## src/rtl/gate_unit_arbiter.sv

```systemverilog
// Four-requester round-robin arbiter in front of one shared WIDTH-bit AND/OR/NOT/XOR unit.
// Each granted operation takes three cycles: latch (IDLE), evaluate (EXEC), report (DONE).
module gate_unit_arbiter #(
  parameter int WIDTH = 8
) (
  input  logic               iClk,
  input  logic               iRst,
  input  logic [3:0]         iReq,
  input  logic [7:0]         iOp,
  input  logic [4*WIDTH-1:0] iA,
  input  logic [4*WIDTH-1:0] iB,
  output logic [3:0]         oGnt,
  output logic [1:0]         oGntId,
  output logic               oValid,
  output logic [WIDTH-1:0]   oResult,
  output logic               oBusy
);

  // Handshake: requester k holds iReq[k] high with iOp/iA/iB slice k stable until it
  // sees oGnt[k] (a one-cycle pulse together with oValid/oResult), then drops iReq[k].
  typedef enum logic [1:0] {
    IDLE = 2'd0,
    EXEC = 2'd1,
    DONE = 2'd2
  } state_t;

  state_t             state_q;
  logic [1:0]         ptr_q;
  logic [1:0]         op_q;
  logic [WIDTH-1:0]   a_q;
  logic [WIDTH-1:0]   b_q;
  logic [3:0]         gnt_q;
  logic [1:0]         gnt_id_q;
  logic               valid_q;
  logic [WIDTH-1:0]   result_q;
  logic               busy_q;

  logic               win_found;
  logic [1:0]         win_id;
  logic [1:0]         cand;
  logic [1:0]         win_op;
  logic [WIDTH-1:0]   win_a;
  logic [WIDTH-1:0]   win_b;
  logic [WIDTH-1:0]   result_d;

  // Scan starts at ptr_q so the requester just served is considered last.
  always_comb begin
    win_found = 1'b0;
    win_id    = 2'd0;
    cand      = 2'd0;
    for (int i = 0; i < 4; i++) begin
      cand = ptr_q + 2'(i);
      if (!win_found && iReq[cand]) begin
        win_found = 1'b1;
        win_id    = cand;
      end
    end
  end

  always_comb begin
    win_op = 2'd0;
    win_a  = '0;
    win_b  = '0;
    for (int k = 0; k < 4; k++) begin
      if (win_id == 2'(k)) begin
        win_op = iOp[2*k +: 2];
        win_a  = iA[WIDTH*k +: WIDTH];
        win_b  = iB[WIDTH*k +: WIDTH];
      end
    end
  end

  always_comb begin
    case (op_q)
      2'b00:   result_d = a_q & b_q;
      2'b01:   result_d = a_q | b_q;
      2'b10:   result_d = ~a_q;
      default: result_d = a_q ^ b_q;
    endcase
  end

  always_ff @(posedge iClk) begin
    if (iRst) begin
      state_q  <= IDLE;
      ptr_q    <= 2'd0;
      op_q     <= 2'd0;
      a_q      <= '0;
      b_q      <= '0;
      gnt_q    <= 4'd0;
      gnt_id_q <= 2'd0;
      valid_q  <= 1'b0;
      result_q <= '0;
      busy_q   <= 1'b0;
    end else begin
      gnt_q   <= 4'd0;
      valid_q <= 1'b0;
      case (state_q)
        IDLE: begin
          if (win_found) begin
            op_q     <= win_op;
            a_q      <= win_a;
            b_q      <= win_b;
            gnt_id_q <= win_id;
            busy_q   <= 1'b1;
            state_q  <= EXEC;
          end
        end
        EXEC: begin
          result_q <= result_d;
          state_q  <= DONE;
        end
        DONE: begin
          // Strobe lands in the following IDLE cycle, so oBusy already reads low.
          valid_q <= 1'b1;
          gnt_q   <= 4'b0001 << gnt_id_q;
          ptr_q   <= gnt_id_q + 2'd1;
          busy_q  <= 1'b0;
          state_q <= IDLE;
        end
        default: begin
          busy_q  <= 1'b0;
          state_q <= IDLE;
        end
      endcase
    end
  end

  assign oGnt    = gnt_q;
  assign oGntId  = gnt_id_q;
  assign oValid  = valid_q;
  assign oResult = result_q;
  assign oBusy   = busy_q;

endmodule

```

## config.mk

```make
export PLATFORM = sky130hd
export DESIGN_NAME = gate_unit_arbiter
export DESIGN_NICKNAME = d
export VERILOG_FILES = /design/src/rtl/gate_unit_arbiter.sv
export SDC_FILE = /design/constraint.sdc
export NUM_CORES = 1
export LEC_CHECK = 0
export ABC_AREA = 1
export ABC_CLOCK_PERIOD_IN_PS = 2200
export BUFFER_PORTS_ARGS = -buffer_cell sky130_fd_sc_hd__buf_2
export CELL_PAD_IN_SITES_DETAIL_PLACEMENT = 1
export CELL_PAD_IN_SITES_GLOBAL_PLACEMENT = 1
export CORE_ASPECT_RATIO = 1.1
export CORE_MARGIN = 1
export CORE_UTILIZATION = 34
export DETAILED_ROUTE_END_ITERATION = 6
export GPL_TIMING_DRIVEN = 0
export PLACE_DENSITY = 0.84
export REMOVE_ABC_BUFFERS = 1
export SLEW_MARGIN = 30
export SYNTH_ARGS = -nofsm -noshare
export SYNTH_HDL_FRONTEND = slang
export SYNTH_SLANG_ARGS = --single-unit
```

## constraint.sdc

```tcl
create_clock -name iClk -period 2.2 [get_ports iClk]
set_clock_uncertainty 0.05 [all_clocks]
set_input_delay 0.55 -clock iClk [delete_from_list [all_inputs] [get_ports iClk]]
set_output_delay 0.55 -clock iClk [all_outputs]
set_load 0.02 [all_outputs]
```

# Word-level counts from Yosys, hierarchy flattened
# Cells that the tools add are included.
# op_classes
add_sub_neg	4
n_lt_le_gt_ge	4
eq_ne	8
n_shift	1
n_mux	34
n_bitwise	6
n_reduce_logical	12
# op_table
cell	n
8-bit 2-to-1 mux	8
8-bit case mux with 3 select lines	1
2-bit 2-to-1 mux	9
2-bit by 3-bit < comparator with 1-bit output, second input constant	4
1-bit 2-to-1 mux	10
8-bit bitwise AND	1
1-bit binary-select mux with 2-bit select	4
2-bit == test, second input constant	4
8-bit inverter	1
8-bit bitwise OR	1
8-bit bitwise XOR	1
2-bit by 1-bit == test with 1-bit output, second input constant	3
2-bit zero test	3
2-bit by 1-bit adder with 2-bit output, second input constant	2
2-bit adder, second input constant	2
2-bit case mux with 2 select lines	1
2-bit AND reduction	2
1-bit by 2-bit << shifter with 4-bit output, first input constant	1
1-bit logical AND	3
1-bit zero test	3
2-bit != test, second input constant	1
1-bit inverter	2
1-bit case mux with 2 select lines	1
2-bit OR reduction	1
# totals
ff_bits	38
in_bits	78
out_inout_bits	16
elab_cells	79

# Logic depth before layout (Yosys ltp)
# depth
ltp_word	17
ltp_mapped	16
ltp_nobuf	15

# Worst setup path after synthesis
# OpenSTA, ideal clock, no wires.
# synth_timing
kind	input -> register
startpoint	input iReq[0]
endpoint	register a_q[0]
setup_ps	138
t_arrival_ps	1765
required_time_ps	2012
slack_ps	248
stages	14
n_path_buf	1
path_cell_list	inv_1 nand2_1 nand2_1 nand2_1 nand2_1 nand3_2 or2_1 nand2_4 inv_2 buf_2 nand2_1 inv_1 nand2_1 a21oi_2
# synth_via
elab_chain_cells	17
word_cells_on_any_way	31
cone_classes	eq/ne (3); mux (20); reduce/logical (8)
# synth_lines
item	line_no	source
from (decl)	8	input logic [3:0] iReq,
1-bit binary-select mux with 2-bit select	53	if (!win_found && iReq[cand]) begin
1-bit 2-to-1 mux (not written as such)	53	
1-bit 2-to-1 mux	53	
1-bit zero test	53	
1-bit logical AND	53	
1-bit 2-to-1 mux	53	
1-bit zero test	53	
1-bit logical AND	53	
1-bit 2-to-1 mux	53	
1-bit zero test	53	
1-bit logical AND	53	
2-bit 2-to-1 mux	53	
2-bit zero test	65	if (win_id == 2'(k)) begin
8-bit 2-to-1 mux (4 in a row)	65	
to (signal assigned)	101	a_q <= win_a;
to (decl)	30	logic [WIDTH-1:0] a_q;
# Parallel ways exist; a longest one is shown, timed or not. The select of a mux whose other input is x is not followed.
# A chain may end at the register's enable or synchronous reset.

# Worst setup path after layout
# layout_timing
startpoint	register ptr_q[1]
endpoint	register a_q[4]
# layout_via
elab_chain_cells	17
word_cells_on_any_way	34
cone_classes	add/sub (3); eq/ne (3); mux (20); reduce/logical (8)
# layout_lines
item	line_no	source
from (decl)	28	logic [1:0] ptr_q;
from (signal assigned)	116	ptr_q <= gnt_id_q + 2'd1;
parallel branches: the longest is 17 deep, another holds 2-bit by 1-bit adder with 2-bit output	--	
# Several ways; the timed one is not identified. The select of a mux whose other input is x is not followed.

==> impl_metrics.toml <==
[routing]
first_pass_iters = 4
ant_nets = 0
routed_wl_um = 10300
viasPerCell = 4.96
drcViolationCount = 0
drt_iter0_markers = 129
wl_per_cell_um = 15.3
vias = 3326

[critical_path]
worstPathRequired_ns = 2.31
reg2reg_depth = 14
worstReg2RegEnd = "a_q[4]$_SDFFE_PP0P_"
rrSetupSlack_ns = 0.08
crit_type = "reg -> reg"
timing.critical_path.mode_cell = "nand2_1"
arrival_ns = 2.23
cp-end-kind = "flip-flop"
crit_path_top_delay_cell = "dfxtp_2"
crit_path_max_fanout = 13
startpoint = "ptr_q[1]$_SDFFE_PP0P_"
crit_end = "a_q[4]$_SDFFE_PP0P_"
critPathMaxStageDelay_ns = 0.40
start_kind = "flip-flop"
r2r-start = "ptr_q[1]$_SDFFE_PP0P_"
crit_chain = "inv_2, nand2_1, nand2_2, nand2_1, nand2_2, nand4_1, nand2_4, nor2_8, nor2_4, buf_12, nor2_1, nand3_1, nand2_1, a21oi_2"

[floorplanning]
io_pins = 94
die-area_um2 = 8590
start_util = 0.352
die_w_um = 88.5
die_h_um = 97.1
coreArea_um2 = 7960
rows = 34

[place]
place.gp.congestion = 0.812
dp.cells = 635
placed_area_um2 = 3290
portBuffers = 93
dp_slack_ns = -0.655
hpwlAfterDp_um = 5910

[pwr]
power.density_nw_per_um2 = 899
peakVddDrop_uv = 321
p_leak_nw = 2.01
p_total_mw = 3.41

[sta]
relSlewSlack = 0.560
hold_viol_final = 0
worst_slack_ns = 0.0804
finalMaxSlewViolations = 0
finalCriticalPeriod_ns = 2.12
clock.fmax_mhz = 472
setup_viol = 0
worstMarginPinSlew_ns = 0.657
period_share = 0.963

[logic_synthesis]
yosysWarnings = 0
synth_top_flop_cell = "dfxtp_1"
syn_avg_cell_area_um2 = 6.20
synth_edf_count = 0
synthCells = 451
ys_types = 30
synth-async-reset-ratio = 0
synth_top_cell_area_share = 0.272
syn_area_um2 = 2800
yosysMostFrequentCell = "nand2_1"
synthTopCellsByCount = "nand2_1, inv_1, nor2_1, dfxtp_1, nand3_1"
seq_area_frac_synth = 0.272
synthTopCellsByArea = "dfxtp_1, nand2_1, inv_1, ha_1, nand3_1"
yosys.area.top_type = "dfxtp_1"
synth_seq_cells = 38

[cts]
cts.path.max_buffers = 2
cts_sinks = 38
cts_buffers = 5
cts_root_buffer = "clkbuf_8"
htree_levels = 2
postCtsHoldBufs = 0
tritoncts = "yes"
insertion_delay_ns = 0.30
clkTransAtPathRegs_ns = 0.08

[outcome]
outcome = "complete, no violations"

[layout]
syn2layout_area_growth_pct = 35.7
fin_area_um2 = 3790
drive_above_1_share = 0.310
nNetsFinal = 655
instances_no_fill = 670
diodes = 0

[hold_path]
hp-class = "reg -> reg"

[global_routing]
antenna_found_initial = 0
grt_first_pass_wirelength_um = 15800
grt_max_degree = 26
grt_pass1_vias = 3327
grt_use_total = 0.236
overflow = 0

[job]
cap_viol_max_count = 0
logic make-up (layout without fill, tap and decap cells):
family,after synthesis,in the layout,synth area share
fa+ha+maj,16,16,0.0716
simple gates,235,240,0.373
flops,38,38,0.272
compound gates,68,68,0.143
buf+inv,94,200,0.140
layout make-up:
| type | count | area [µm²] |
|---|---|---|
| Timing Repair Buffer | 115 | 698 |
| Multi-Input combinational cell | 324 | 1760 |
| Fill cell | 1102 | 4160 |
| Inverter | 77 | 294 |
| Clock inverter | 2 | 60.1 |
| Tap cell | 108 | 135 |
| Clock buffer | 6 | 82.6 |
| Sequential cell | 38 | 766 |
per-stage QoR:
step                setup TNS [ns]   util  hold slack [ns]
floorplan                        0      -            0.393
global placement             -8.92  0.414            0.403
detailed placement          -11.06  0.414            0.415
CTS                              0  0.459            0.426
global route                -0.101  0.477            0.452
finish                           0  0.477            0.430
repair_timing:
action	in CTS	in global routing
setup buffers	12	9
gates cloned	4	2
gates resized for setup	10	14
pin swaps	7	9
setup endpoints to repair	20	18
power by group:
part           switching (mW)  leakage, nW  total [mW]  internal (mW)
combinational            1.06         1.62        1.71          0.651
sequential              0.123        0.314       0.943          0.819
clock                   0.272       0.0714       0.756          0.484
total                    1.46         2.01        3.41           1.95
routing by layer:
metal | up-vias | global-route usage | share of wire
met5 | - | 0 | 0
met4 | 0 | 0.0769 | 0.034
met3 | 22 | 0.0416 | 0.036
met2 | 75 | 0.427 | 0.53
met1 | 1598 | 0.274 | 0.40
li1 | 1631 | - | -
worst min-delay path by stage:
stage / from / end / cells past startpoint
final: oBusy$_SDFFE_PP0P_ / oBusy$_SDFFE_PP0P_ / 2
after global placement: state_q[0]$_SDFFE_PP0N_ / state_q[1]$_SDFFE_PP0N_ / 2
after global routing: oBusy$_SDFFE_PP0P_ / oBusy$_SDFFE_PP0P_ / 2
after CTS: state_q[0]$_SDFFE_PP0N_ / state_q[1]$_SDFFE_PP0N_ / 2
after floorplan: state_q[0]$_SDFFE_PP0N_ / state_q[1]$_SDFFE_PP0N_ / 2
after detailed placement: state_q[0]$_SDFFE_PP0N_ / state_q[1]$_SDFFE_PP0N_ / 2
sequential cells by signal (all words and copies together) (netlist names):
signal / count
state_q: 2
oGnt: 4
oValid: 1
oGntId: 2
oBusy: 1
oResult: 8
b_q: 8
ptr_q: 2
a_q: 8
op_q: 2
cell usage in the layout, fill, tap and decap left out, types with 6 or more instances in the layout:
cell type and n:
buf_2 93, buf_4 17, o22ai_1 8, ha_1 16
a31oi_1 9, nand2_1 124, nor2_1 41, a21oi_1 22
nand2_2 12, a21oi_2 8, o21ai_0 12, clkbuf_8 6
dfxtp_1 36, o21ai_1 6, inv_1 71, nand3_1 37
critical path, delay by kind of cell, from the launching register on:
family	cells	cell delay (ns)
simple gates	11	1.23
flops	1	0.40
compound gates	1	0.05
buf+inv	2	0.26
Note: power is estimated with default switching activity, not from simulation.
